### config.mk
export PLATFORM = sky130hd
export DESIGN_NAME = vram_write_scheduler
export DESIGN_NICKNAME = d
export VERILOG_FILES = /design/src/rtl/vram_write_scheduler.sv
export SDC_FILE = /design/constraint.sdc
export NUM_CORES = 1
export LEC_CHECK = 0
export CORE_MARGIN = 2
export CORE_UTILIZATION = 39
export CTS_CLUSTER_SIZE = 14
export DETAILED_ROUTE_END_ITERATION = 8
export PLACE_DENSITY = 0.64
export SLEW_MARGIN = 10
export SYNTH_ARGS = -nofsm -noshare
export SYNTH_HDL_FRONTEND = slang
export SYNTH_SLANG_ARGS = --single-unit
### constraint.sdc
create_clock -name cpu_clk -period 8.3 [get_ports cpu_clk]
set_clock_uncertainty 0.2 [all_clocks]
set_input_delay 1.245 -clock cpu_clk [delete_from_list [all_inputs] [get_ports cpu_clk]]
set_output_delay 1.245 -clock cpu_clk [all_outputs]
set_load 0.005 [all_outputs]
### src/rtl/vram_write_scheduler.sv
// rtl/vram_write_scheduler.sv - CPU-to-VRAM write queue replayed only while video timing allows
//
// Purpose:
//   Buffers CPU VRAM writes in a DEPTH-entry FIFO and replays them in order,
//   one per effective cycle, only while 'writable' is high. An optional
//   nametable fill engine writes one byte to every address in 0x400..0x7BF.
//   The fill engine is compiled in only when VRAM_WRITE_SCHEDULER_FILL_EN is defined.
//
// Ports:
//   cpu_clk, rst_n        clock, async active-low reset
//   cpu_clk_enable        qualifies every state update
//   writable              VRAM may be written this cycle
//   cpu_write_enable,
//   cpu_address, cpu_data CPU write request
//   cpu_ready             push accepted this cycle
//   vram_write_enable,
//   vram_address,
//   vram_data             registered VRAM write port
//   fifo_count            occupancy
//   overflow,
//   overflow_clear        sticky dropped-write flag and its clear
//   fill_start,
//   fill_value, fill_busy nametable fill control (fill build only)

`ifndef VRAM_ADDR_WIDTH
`define VRAM_ADDR_WIDTH 12
`endif

module vram_write_scheduler #(
  parameter int DEPTH  = 16,
  parameter int ADDR_W = `VRAM_ADDR_WIDTH
) (
  input  logic                     cpu_clk,
  input  logic                     rst_n,
  input  logic                     cpu_clk_enable,
  input  logic                     writable,
  input  logic                     cpu_write_enable,
  input  logic [ADDR_W-1:0]        cpu_address,
  input  logic [7:0]               cpu_data,
  output logic                     cpu_ready,
  output logic                     vram_write_enable,
  output logic [ADDR_W-1:0]        vram_address,
  output logic [7:0]               vram_data,
  output logic [$clog2(DEPTH):0]   fifo_count,
  output logic                     overflow,
  input  logic                     overflow_clear,
  input  logic                     fill_start,
  input  logic [7:0]               fill_value,
  output logic                     fill_busy
);

  localparam int PTR_W = $clog2(DEPTH);
  localparam int CNT_W = PTR_W + 1;

`ifdef VRAM_WRITE_SCHEDULER_FILL_EN
  typedef enum logic [1:0] {
    S_IDLE  = 2'd0,
    S_DRAIN = 2'd1,
    S_FILL  = 2'd2
  } state_t;
`else
  typedef enum logic {
    S_IDLE  = 1'b0,
    S_DRAIN = 1'b1
  } state_t;
`endif

  state_t r_state;
  state_t w_state_next;

  logic [ADDR_W-1:0] r_mem_addr [DEPTH];
  logic [7:0]        r_mem_data [DEPTH];
  logic [PTR_W-1:0]  r_wr_ptr;
  logic [PTR_W-1:0]  r_rd_ptr;
  logic [CNT_W-1:0]  r_count;
  logic [CNT_W-1:0]  w_count_next;

  logic              r_overflow;
  logic              r_vram_we;
  logic [ADDR_W-1:0] r_vram_addr;
  logic [7:0]        r_vram_data;

  logic              w_full;
  logic              w_empty;
  logic              w_pop;
  logic              w_push;
  logic              w_drop;
  logic              w_fill_go;
  logic              w_fill_wr;
  logic              w_fill_last;
  logic [ADDR_W-1:0] w_fill_addr;
  logic [7:0]        w_fill_data;

  assign w_full  = (r_count == CNT_W'(DEPTH));
  assign w_empty = (r_count == '0);

  // Only DRAIN pops; during FILL the queue holds so fill bytes and CPU
  // writes never interleave.
  assign w_pop     = (r_state == S_DRAIN) && writable && !w_empty;
  assign cpu_ready = !w_full || w_pop;
  assign w_push    = cpu_write_enable && cpu_ready;
  assign w_drop    = cpu_write_enable && !cpu_ready;

  always_comb begin
    w_count_next = r_count;
    case ({w_push, w_pop})
      2'b10:   w_count_next = r_count + CNT_W'(1);
      2'b01:   w_count_next = r_count - CNT_W'(1);
      default: w_count_next = r_count;
    endcase
  end

`ifdef VRAM_WRITE_SCHEDULER_FILL_EN
  localparam logic [ADDR_W-1:0] FILL_FIRST = ADDR_W'(12'h400);
  localparam logic [ADDR_W-1:0] FILL_LAST  = ADDR_W'(12'h7BF);

  logic [ADDR_W-1:0] r_fill_addr;
  logic [7:0]        r_fill_value;

  // A request while already filling is ignored.
  assign w_fill_go   = fill_start && (r_state != S_FILL);
  assign w_fill_wr   = (r_state == S_FILL) && writable;
  assign w_fill_last = w_fill_wr && (r_fill_addr == FILL_LAST);
  assign w_fill_addr = r_fill_addr;
  assign w_fill_data = r_fill_value;
  assign fill_busy   = (r_state == S_FILL);

  always_ff @(posedge cpu_clk or negedge rst_n) begin
    if (!rst_n) begin
      r_fill_addr  <= '0;
      r_fill_value <= '0;
    end else if (cpu_clk_enable) begin
      if (w_fill_go) begin
        r_fill_addr  <= FILL_FIRST;
        r_fill_value <= fill_value;
      end else if (w_fill_wr) begin
        r_fill_addr  <= r_fill_addr + ADDR_W'(1);
      end
    end
  end
`else
  logic w_unused_fill;

  assign w_unused_fill = &{1'b0, fill_start, fill_value};
  assign w_fill_go     = 1'b0;
  assign w_fill_wr     = 1'b0;
  assign w_fill_last   = 1'b0;
  assign w_fill_addr   = '0;
  assign w_fill_data   = '0;
  assign fill_busy     = 1'b0;
`endif

  always_ff @(posedge cpu_clk or negedge rst_n) begin
    if (!rst_n) begin
      r_state <= S_IDLE;
    end else if (cpu_clk_enable) begin
      r_state <= w_state_next;
    end
  end

  // Transitions look at the post-cycle occupancy so a push into an empty
  // queue is already in DRAIN on the next cycle (two-cycle latency).
  always_comb begin
    w_state_next = r_state;
    case (r_state)
      S_IDLE: begin
        if (w_fill_go) begin
`ifdef VRAM_WRITE_SCHEDULER_FILL_EN
          w_state_next = S_FILL;
`endif
        end else if (w_count_next != '0) begin
          w_state_next = S_DRAIN;
        end
      end
      S_DRAIN: begin
        if (w_fill_go) begin
`ifdef VRAM_WRITE_SCHEDULER_FILL_EN
          w_state_next = S_FILL;
`endif
        end else if (w_count_next == '0) begin
          w_state_next = S_IDLE;
        end
      end
`ifdef VRAM_WRITE_SCHEDULER_FILL_EN
      S_FILL: begin
        if (w_fill_last) begin
          w_state_next = (w_count_next != '0) ? S_DRAIN : S_IDLE;
        end
      end
`endif
      default: w_state_next = S_IDLE;
    endcase
  end

  // Storage carries no reset; occupancy and pointers define validity.
  always_ff @(posedge cpu_clk) begin
    if (cpu_clk_enable && w_push) begin
      r_mem_addr[r_wr_ptr] <= cpu_address;
      r_mem_data[r_wr_ptr] <= cpu_data;
    end
  end

  always_ff @(posedge cpu_clk or negedge rst_n) begin
    if (!rst_n) begin
      r_wr_ptr    <= '0;
      r_rd_ptr    <= '0;
      r_count     <= '0;
      r_overflow  <= 1'b0;
      r_vram_we   <= 1'b0;
      r_vram_addr <= '0;
      r_vram_data <= '0;
    end else if (cpu_clk_enable) begin
      if (w_push) begin
        r_wr_ptr <= r_wr_ptr + PTR_W'(1);
      end
      if (w_pop) begin
        r_rd_ptr <= r_rd_ptr + PTR_W'(1);
      end
      r_count <= w_count_next;

      // A drop in the same cycle as a clear must stay visible.
      if (w_drop) begin
        r_overflow <= 1'b1;
      end else if (overflow_clear) begin
        r_overflow <= 1'b0;
      end

      // Address/data hold between strobes.
      if (w_pop) begin
        r_vram_we   <= 1'b1;
        r_vram_addr <= r_mem_addr[r_rd_ptr];
        r_vram_data <= r_mem_data[r_rd_ptr];
      end else if (w_fill_wr) begin
        r_vram_we   <= 1'b1;
        r_vram_addr <= w_fill_addr;
        r_vram_data <= w_fill_data;
      end else begin
        r_vram_we   <= 1'b0;
      end
    end
  end

  assign vram_write_enable = r_vram_we;
  assign vram_address      = r_vram_addr;
  assign vram_data         = r_vram_data;
  assign fifo_count        = r_count;
  assign overflow          = r_overflow;

endmodule
# Word level (Yosys, flattened, before mapping)
# Memory sizes are Yosys's and may differ from the RTL's. A register that Yosys moved wholly into a read port is not among the register bits.
# Index checks and enable logic that the tools add are counted.
op_classes:
  add_sub_neg: 4
  n_eq_ne: 3
  muxes: 9
  bitwise: 1
  n_reduce_logical: 18
op_table:
  columns: ["operator", "n"]
  rows:
  - ["$logic_not A5 Y1", 2]
  - ["$pmux W5 S2", 1]
  - ["$add A4 B1 Y4 const B", 2]
  - ["$mux W1", 7]
  - ["$reduce_and A2 Y1", 3]
  - ["$add A5 B1 Y5 const B", 1]
  - ["$eq A5 B5 Y1 const B", 1]
  - ["$logic_and A1 B1 Y1", 5]
  - ["$logic_not A1 Y1", 5]
  - ["$reduce_bool A5 Y1", 1]
  - ["$sub A5 B1 Y5 const B", 1]
  - ["$eq A2 B1 Y1 const B", 1]
  - ["$eq A2 B2 Y1 const B", 1]
  - ["$pmux W1 S2", 1]
  - ["$reduce_bool A2 Y1", 1]
  - ["$logic_or A1 B1 Y1", 1]
  - ["$not A1 Y1", 1]
word_totals:
  register_bits: 16
  ram_bits: 320
  in_bits: 35
  out_inout_bits: 29
  word_cells: 43
  memories: 2
memory_table:
  columns: ["memory", "depth", "width", "read_ports", "rd_clocked_by_memory_dff", "write_ports", "line", "rtl"]
  rows:
  - ["r_mem_addr", 16, 12, 1, 1, 1, "71", "logic [ADDR_W-1:0] r_mem_addr [DEPTH];"]
  - ["r_mem_data", 16, 8, 1, 1, 1, "72", "logic [7:0] r_mem_data [DEPTH];"]

# Longest topological paths before layout
# Gate-level depths: netlist (run 1).
logic_depth:
  word_depth: 10
  mapped_depth: 10

# Worst setup path before layout (run 1)
# OpenSTA, ideal clock, no wires.
synth_timing:
  kind: "input to register"
  start: "in cpu_clk_enable"
  end: "mem r_mem_addr[3][0] (netlist bit), enable pin"
  setup_time_ps: 422
  arrival_time_ps: 3645
  setup_slack_ps: 4033
  stages: 5
  cell_sequence: "clkbuf_1 > nand2_1 > a31oi_1 > nand2_1 > nor3_1"
synth_via:
  elab_chain_cells: 3
synth_rtl:
  columns: ["element", "line", "rtl"]
  rows:
  - ["from (decl)", "35", "input logic cpu_clk_enable,"]
  - ["$logic_and A1 B1 Y1", "197", "if (cpu_clk_enable && w_push) begin"]
  - ["$mux W1", "197", null]
  - ["$mux W1 (implied by the code)", "198", "r_mem_addr[r_wr_ptr] <= cpu_address;"]
  - ["to (decl)", "71", null]
# No other way between the ends.

# Worst setup path in the final report (run 1)
layout_timing:
  start: "in writable"
  end: "out cpu_ready"
layout_via:
  elab_chain_cells: 3
layout_rtl:
  columns: ["element", "line", "rtl"]
  rows:
  - ["from (decl)", "36", "input logic writable,"]
  - ["$logic_and A1 B1 Y1 (2 in a row)", "99", "assign w_pop = (r_state == S_DRAIN) && writable && !w_empty;"]
  - ["$logic_or A1 B1 Y1", "100", "assign cpu_ready = !w_full || w_pop;"]
  - ["to (decl)", "40", "output logic cpu_ready,"]
# No other way between the ends.

==> results of run 1 <==
[critical path, stage by stage]
cell	delay (ns)
clkdlybuf4s50_1	0.48
nand2_1	0.19
nand3_1	0.17
clkdlybuf4s50_1	0.51
[layout by cell type (no fill, tap or decap), types with 5 or more instances in the layout]
cell	n
nand2_1	19
inv_1	9
mux2_2	21
clkdlybuf4s50_1	52
clkbuf_16	37
nor2_4	12
buf_4	10
edfxtp_1	320
dfrtp_1	34
a21oi_1	10
nor2_1	6
ha_1	8
o21ai_0	7
mux4_2	100
clkinv_1	14
xnor2_1	9
nand2b_1	5
[cell type report]
| cell class | count | area share, % |
|---|---|---|
| well taps | 461 | 3.57 |
| multi-input cells | 235 | 20.5 |
| clock inverters | 22 | 0.921 |
| inverters | 9 | 0.209 |
| repair buffers | 63 | 3.72 |
| diodes | 1 | 0.0155 |
| clock buffers | 43 | 5.99 |
| flip-flops and latches | 356 | 65.1 |
[sequential cells by signal (all words and copies together) (netlist names)]
signal,count
vram_address,12
r_mem_addr,192
r_mem_data,128
r_wr_ptr,4
fifo_count,5
r_rd_ptr,4
r_state,1
vram_write_enable,1
overflow,1
vram_data,8
[cell usage after synthesis]
cell	number	area share (%)
and3b_1	1	0.063
xnor2_1	9	0.57
a2111oi_1	1	0.072
or4_4	1	0.081
xor2_1	1	0.063
buf_2	2	0.072
nand2b_1	5	0.22
fa_1	1	0.14
inv_1	9	0.24
nor4_2	1	0.090
nor3_1	5	0.18
or3_1	2	0.090
and3_1	2	0.090
a41oi_1	1	0.063
clkbuf_1	10	0.27
nand2_1	19	0.51
o211ai_1	2	0.11
a31oi_1	1	0.045
conb_1	1	0.027
a21oi_1	10	0.36
mux2_2	21	1.7
mux4_2	100	16
buf_6	5	0.40
buf_1	10	0.27
o21ai_0	7	0.25
nor2_1	18	0.49
nand4_1	3	0.13
a21o_1	2	0.11
o31ai_1	2	0.11
mux2i_1	1	0.072
and2_1	1	0.045
nand3_1	3	0.11
o21ai_1	1	0.036
dfrtp_1	36	6.5
or4b_1	1	0.072
a21boi_2	1	0.081
o22ai_1	2	0.090
ha_1	8	0.72
edfxtp_1	320	69
o21a_1	1	0.054
buf_4	5	0.27
[final timing paths]
| kind | start | endpoint | slack [ns] |
|---|---|---|---|
| max | writable | cpu_ready | 4.25 |
| min reg2reg | overflow$_DFFE_PN0P_ | overflow$_DFFE_PN0P_ | 0.29 |
| min in group asynchronous | rst_n | vram_address[11]$_DFFE_PN0P_ | 0.64 |
| max in group asynchronous | rst_n | r_rd_ptr[2]$_DFFE_PN0P_ | 6.79 |
| min | overflow$_DFFE_PN0P_ | overflow$_DFFE_PN0P_ | 0.29 |
| max reg2reg | r_rd_ptr[0]$_DFFE_PN0P_ | vram_data[4]$_DFFE_PN0P_ | 4.78 |
[cell families after synthesis]
kind of cell,after synthesis
muxes,122
and+or+nand+nor,62
DFF,356
xor gates and xnor gates,10
AOI/OAI and AO/OA,31
buffers and inverters,41
adders and majority gates,9
other,1
[through the flow]
stage | total power, mW | instance area [µm²]
2_1_floorplan | 3.25 | 13900
3_3_place_gp | 3.65 | 15000
3_5_place_dp | 3.71 | 15000
4_1_cts | 5.24 | 16200
5_1_grt | 5.41 | 16200
6_report | 5.17 | 16200
[where the power goes]
| group | total, mW | internal (mW) | switching [mW] |
|---|---|---|---|
| clock network | 1.52 | 0.893 | 0.625 |
| logic | 1.38 | 0.761 | 0.621 |
| registers | 2.27 | 2.13 | 0.147 |
[per-layer routing]
metal  GRT usage (%)  up-vias
met2            26.7      236
met1            20.2     3401
met4            4.37        2
li1                -     2773
met3            2.71       56
met5               0        -
==> metrics, run 1 <==
status=finished clean; drt pass-1 iters=6; Reg area=~11000 µm²; R2R depth=4; relative slew slack=20.4%; syn nets=between 600 and 700; largest family of logic cells by synthesized area=multiplexers; Met1 Wirelength=11300 µm; Fmax achieved=about 250 MHz; cts bufs inserted=37; pwr dens=~320 nW/µm²; # port buffers=53; Clock Root Buffer=clkbuf_16; Hold Buf Count CTS=0; initial core utilization=39.3%; final setup violation count=0; DR WL met3=1590 µm; count of cell types in the netlist=41; crit-path max FO=9; WHS=~0.3 ns; pre-CTS setup slack=~3.8 ns; Syn Inst Count=between 600 and 700; GP Congestion=between 0.7 and 0.8; Detailed Place HPWL=around 15000 µm; final std cells w/o fill=between 1000 and 1500; aggregate negative setup slack=0 ns; Die Width=roughly 190 µm; CP Launch Type=input port; MaxCap Viol Count=0; Core ar.=35400 µm²; largest net degree at the start of global routing=slightly above 80; share of layout cells above drive strength 1=27.5%; Die ar.=37200 µm²; first-pass GRT wire length=41900 µm; FILL cells=between 2000 and 3000; post-synthesis mux area share=around 18%; initial antenna violation count=1; GRT Total Usage=between 10% and 20%; Final nets=746; Slew Viols, Final=0; Synth Register Bits=about 360; vias in the first global route=approximately 6800; area grow syn2layout=16.1%; final critical-path required period=4.05 ns; drt first-iter violations=around 700; RSZ-0062 raised after global routing=no; Critical Path AT=~2.6 ns; Post-Place Cells=1124; VDD IR max=roughly 0.00015 V; HP Class=flop to flop; post-route ant nets=0; Vias=6468; Leak=between 5 and 6 nW; critical path class=input port to output port; Worst Max-Slew Pin Slew=1.19 ns; WP data required=between 6 and 7 ns; metal2 WL=between 10000 and 15000 µm; hold path cells=2; clk sinks=roughly 360; DRC errors left=0; Util after Layout=a little under half; insertion delay of the later-clocked pin in the worst-skew pair=roughly 0.5 ns; CTS HTree Levels=2; WL per Instance=approximately 23 µm; setup bufs post-CTS=0; Clock Pin Slew Worst Setup and Hold Paths=about 0.06 ns; XOR/XNOR share of the synthesized area=less than 1%; complex-gate fraction of the synthesized area=1.37%; Multi-input gate area=3310 µm²; final hold vios=0; post-CTS sizing=0; num rows=approximately 70; register area share after synthesis=approximately three quarters; Max Used Layer=met5; CTS tree=built; Syn Area/Cell=around 22 µm²; final worst setup slack=~4.3 ns; Critical Path End Type=output port; via/cell ratio=about 5.4; Mapped Area=around 14000 µm²; maximum root-to-sink buffer count=3; fin crit share=approximately 49%; Top Ports=64; post-synthesis adder-cell area fraction=0.862%; drt total wl=27900 µm; YS warnings=0; Die H=193 µm; Overflow after GRT=0; Synth Area in Simple Gates=2.17%
Power figures use the tool's default switching activity.
==> inputs of run 2 (changes only) <==
--- a/config.mk
+++ b/config.mk
@@ -9,7 +9,7 @@
 export CORE_UTILIZATION = 39
 export CTS_CLUSTER_SIZE = 14
 export DETAILED_ROUTE_END_ITERATION = 8
-export PLACE_DENSITY = 0.64
+export PLACE_DENSITY = 0.66
 export SLEW_MARGIN = 10
 export SYNTH_ARGS = -nofsm -noshare
 export SYNTH_HDL_FRONTEND = slang
==> constraint.sdc (replaced) <==
create_clock -name cpu_clk -period 3.6 [get_ports cpu_clk]
set_clock_uncertainty 0.2 [all_clocks]
set_input_delay 0.54 -clock cpu_clk [delete_from_list [all_inputs] [get_ports cpu_clk]]
set_output_delay 0.54 -clock cpu_clk [all_outputs]
set_load 0.005 [all_outputs]
==> run 2 against run 1 <==
Sequential share of layout area shrank 1.2 points. Utilization rose by 0.83 points. Clock-buffer cell count unchanged. Flip-flop and latch count stayed put. Register-to-register slack worse by 4.4 ns. Critical path type is now flop to flop. Largest power group unchanged.
==> metrics, run 2 (synthesized netlist as in run 1, its figures left out) <==
Critical Path AT=3.35 ns (+0.75 ns); Overflow after GRT=0 (unchanged); initial antenna violation count=0 (-1); Die ar.=37200 µm² (unchanged); RSZ-0062 raised after global routing=no; final worst setup slack=0.398 ns (-3.85 ns); clk sinks=356 (unchanged); Worst setup startpoint=fifo_count[1]$_DFFE_PN0P_; Top reg by flops=r_mem_addr; aggregate negative setup slack=0 ns (unchanged); most common cell after layout, fill and taps aside=edfxtp_1; Clock Root Buffer=clkbuf_16; global-route met1 utilization=21.4% (+1.2 points); DRC errors left=0 (unchanged); Top Ports=64 (unchanged); CP Launch Type=flop; FILL cells=2927 (+1.0%); largest net degree at the start of global routing=38 (-54%); insertion delay of the later-clocked pin in the worst-skew pair=0.52 ns (+0.02 ns); max reg flops=192 (unchanged); setup bufs post-CTS=0 (unchanged); Vias=6511 (+0.66%); MaxCap Viol Count=0 (unchanged); final setup violation count=0 (unchanged); vias in the first global route=6752 (-1.3%); Worst R2R End=r_state$_DFFE_PN0P_; Worst Max-Slew Pin Slew=0.830 ns (-0.364 ns); Hold EP=overflow$_DFFE_PN0P_; area grow syn2layout=18.2%; pwr dens=731 nW/µm² (+130%); GRT Total Usage=16.0% (+0.57 points); share of layout cells above drive strength 1=32.1% (+4.7 points); Critical Path End Type=flop; R2R depth=9 (+5); pre-CTS setup slack=0.311 ns (-3.52 ns); # port buffers=53 (unchanged); Util after Layout=46.5% (+0.83 points); hold path cells=2 (unchanged); post-CTS sizing=0 (unchanged); VDD IR max=0.000400 V (+170%); critical path class=flop to flop; Hold Buf Count CTS=1 (+1); ant diodes=0 (-1); HP Class=flop to flop; CTS tree=built; WP data required=3.75 ns (-3.11 ns); fin crit share=between 80% and 90%; via/cell ratio=5.28 (-2.8%); Die H=193 µm (unchanged); post-route ant nets=0 (unchanged); num rows=69 (unchanged); first-pass GRT wire length=43200 µm (+3.1%); Slew Viols, Final=0 (unchanged); Core ar.=35400 µm² (unchanged); cts bufs inserted=36 (-2.7%); Final nets=789 (+5.8%); Die Width=193 µm (unchanged); Detailed Place HPWL=16900 µm (+12%); hold_sp=overflow$_DFFE_PN0P_; FF-to-FF setup slack=0.40 ns (-4.38 ns); drt pass-1 iters=5 (-1); Leak=5.37 nW (+4.7%); status=finished clean; routing usage on met3=2.33% (-0.38 points); Fmax achieved=roughly 310 MHz; most frequent cells in the layout=320 x edfxtp_1, 100 x mux4_2, 52 x clkdlybuf4s50_1; CTS HTree Levels=2 (unchanged); WL per Instance=23.2 µm (-1.2%); initial core utilization=39.3% (unchanged); Clock Pin Slew Worst Setup and Hold Paths=0.06 ns (about the same); drt total wl=28600 µm (+2.3%); Worst R2R Start=fifo_count[1]$_DFFE_PN0P_; GP Congestion=0.790 (+1.8%); GRT busiest layer=met2; met2 usage=27.4% (+0.72 points); maximum root-to-sink buffer count=3 (unchanged); final hold vios=0 (unchanged); final critical-path required period=about 3.2 ns; relative slew slack=44.7% (+24 points); drt first-iter violations=512 (-27%); Tot Pwr=12.0 mW (+130%); crit-path max FO=8 (-1)
run 2: metal layers:
layer	vias up	wire [µm]
met5	-	0
met4	0	654
met3	49	1230
met2	160	14500
met1	3449	12200
li1	2853	-
run 2: critical path, cell delays in order (launching register included):
cell and delay (ns):
dfrtp_1 0.47, or4_4 0.60, o21ai_1 0.32, inv_1 0.14
ha_1 0.35, nand2b_1 0.07, a21oi_1 0.45, o31ai_1 0.14
o22ai_1 0.18, a41oi_1 0.13
run 2: worst max path at each step:
stage                                 end  slack (ns)  cells after the start
6_report              r_state$_DFFE_PN0P_        0.40                      9
2_1_floorplan  r_mem_addr[3][0]$_DFFE_PP_        0.04                      5
3_5_place_dp          r_state$_DFFE_PN0P_        0.31                      9
5_1_grt               r_state$_DFFE_PN0P_        0.23                      9
4_1_cts               r_state$_DFFE_PN0P_        0.41                      9
3_3_place_gp          r_state$_DFFE_PN0P_        0.33                      9
run 2: cell type report:
class / count / area, µm² / share of cell area [%]
sequential: 356 / 10500 / 63.9
multi-input combinational: 235 / 3250 / 19.8
timing repair buffer: 107 / 958 / 5.82
clock buffer: 43 / 948 / 5.76
tap: 461 / 577 / 3.50
clock inverter: 22 / 168 / 1.02
inverter: 9 / 33.8 / 0.205
run 2: through the flow:
stage | cell area (µm²) | hold WS, ns | cells
global placement | 15300 | 0.264 | 1167
CTS | 16500 | 0.312 | 1233
global route | 16500 | 0.327 | 1233
floorplan | 13900 | 0.0444 | 632
finish | 16500 | 0.289 | 1233
detailed placement | 15300 | 0.298 | 1167
run 2: report_power, final:
group / switching, mW / internal (mW)
registers: 0.374 / 4.90
clock network: 1.50 / 2.04
logic: 1.38 / 1.85
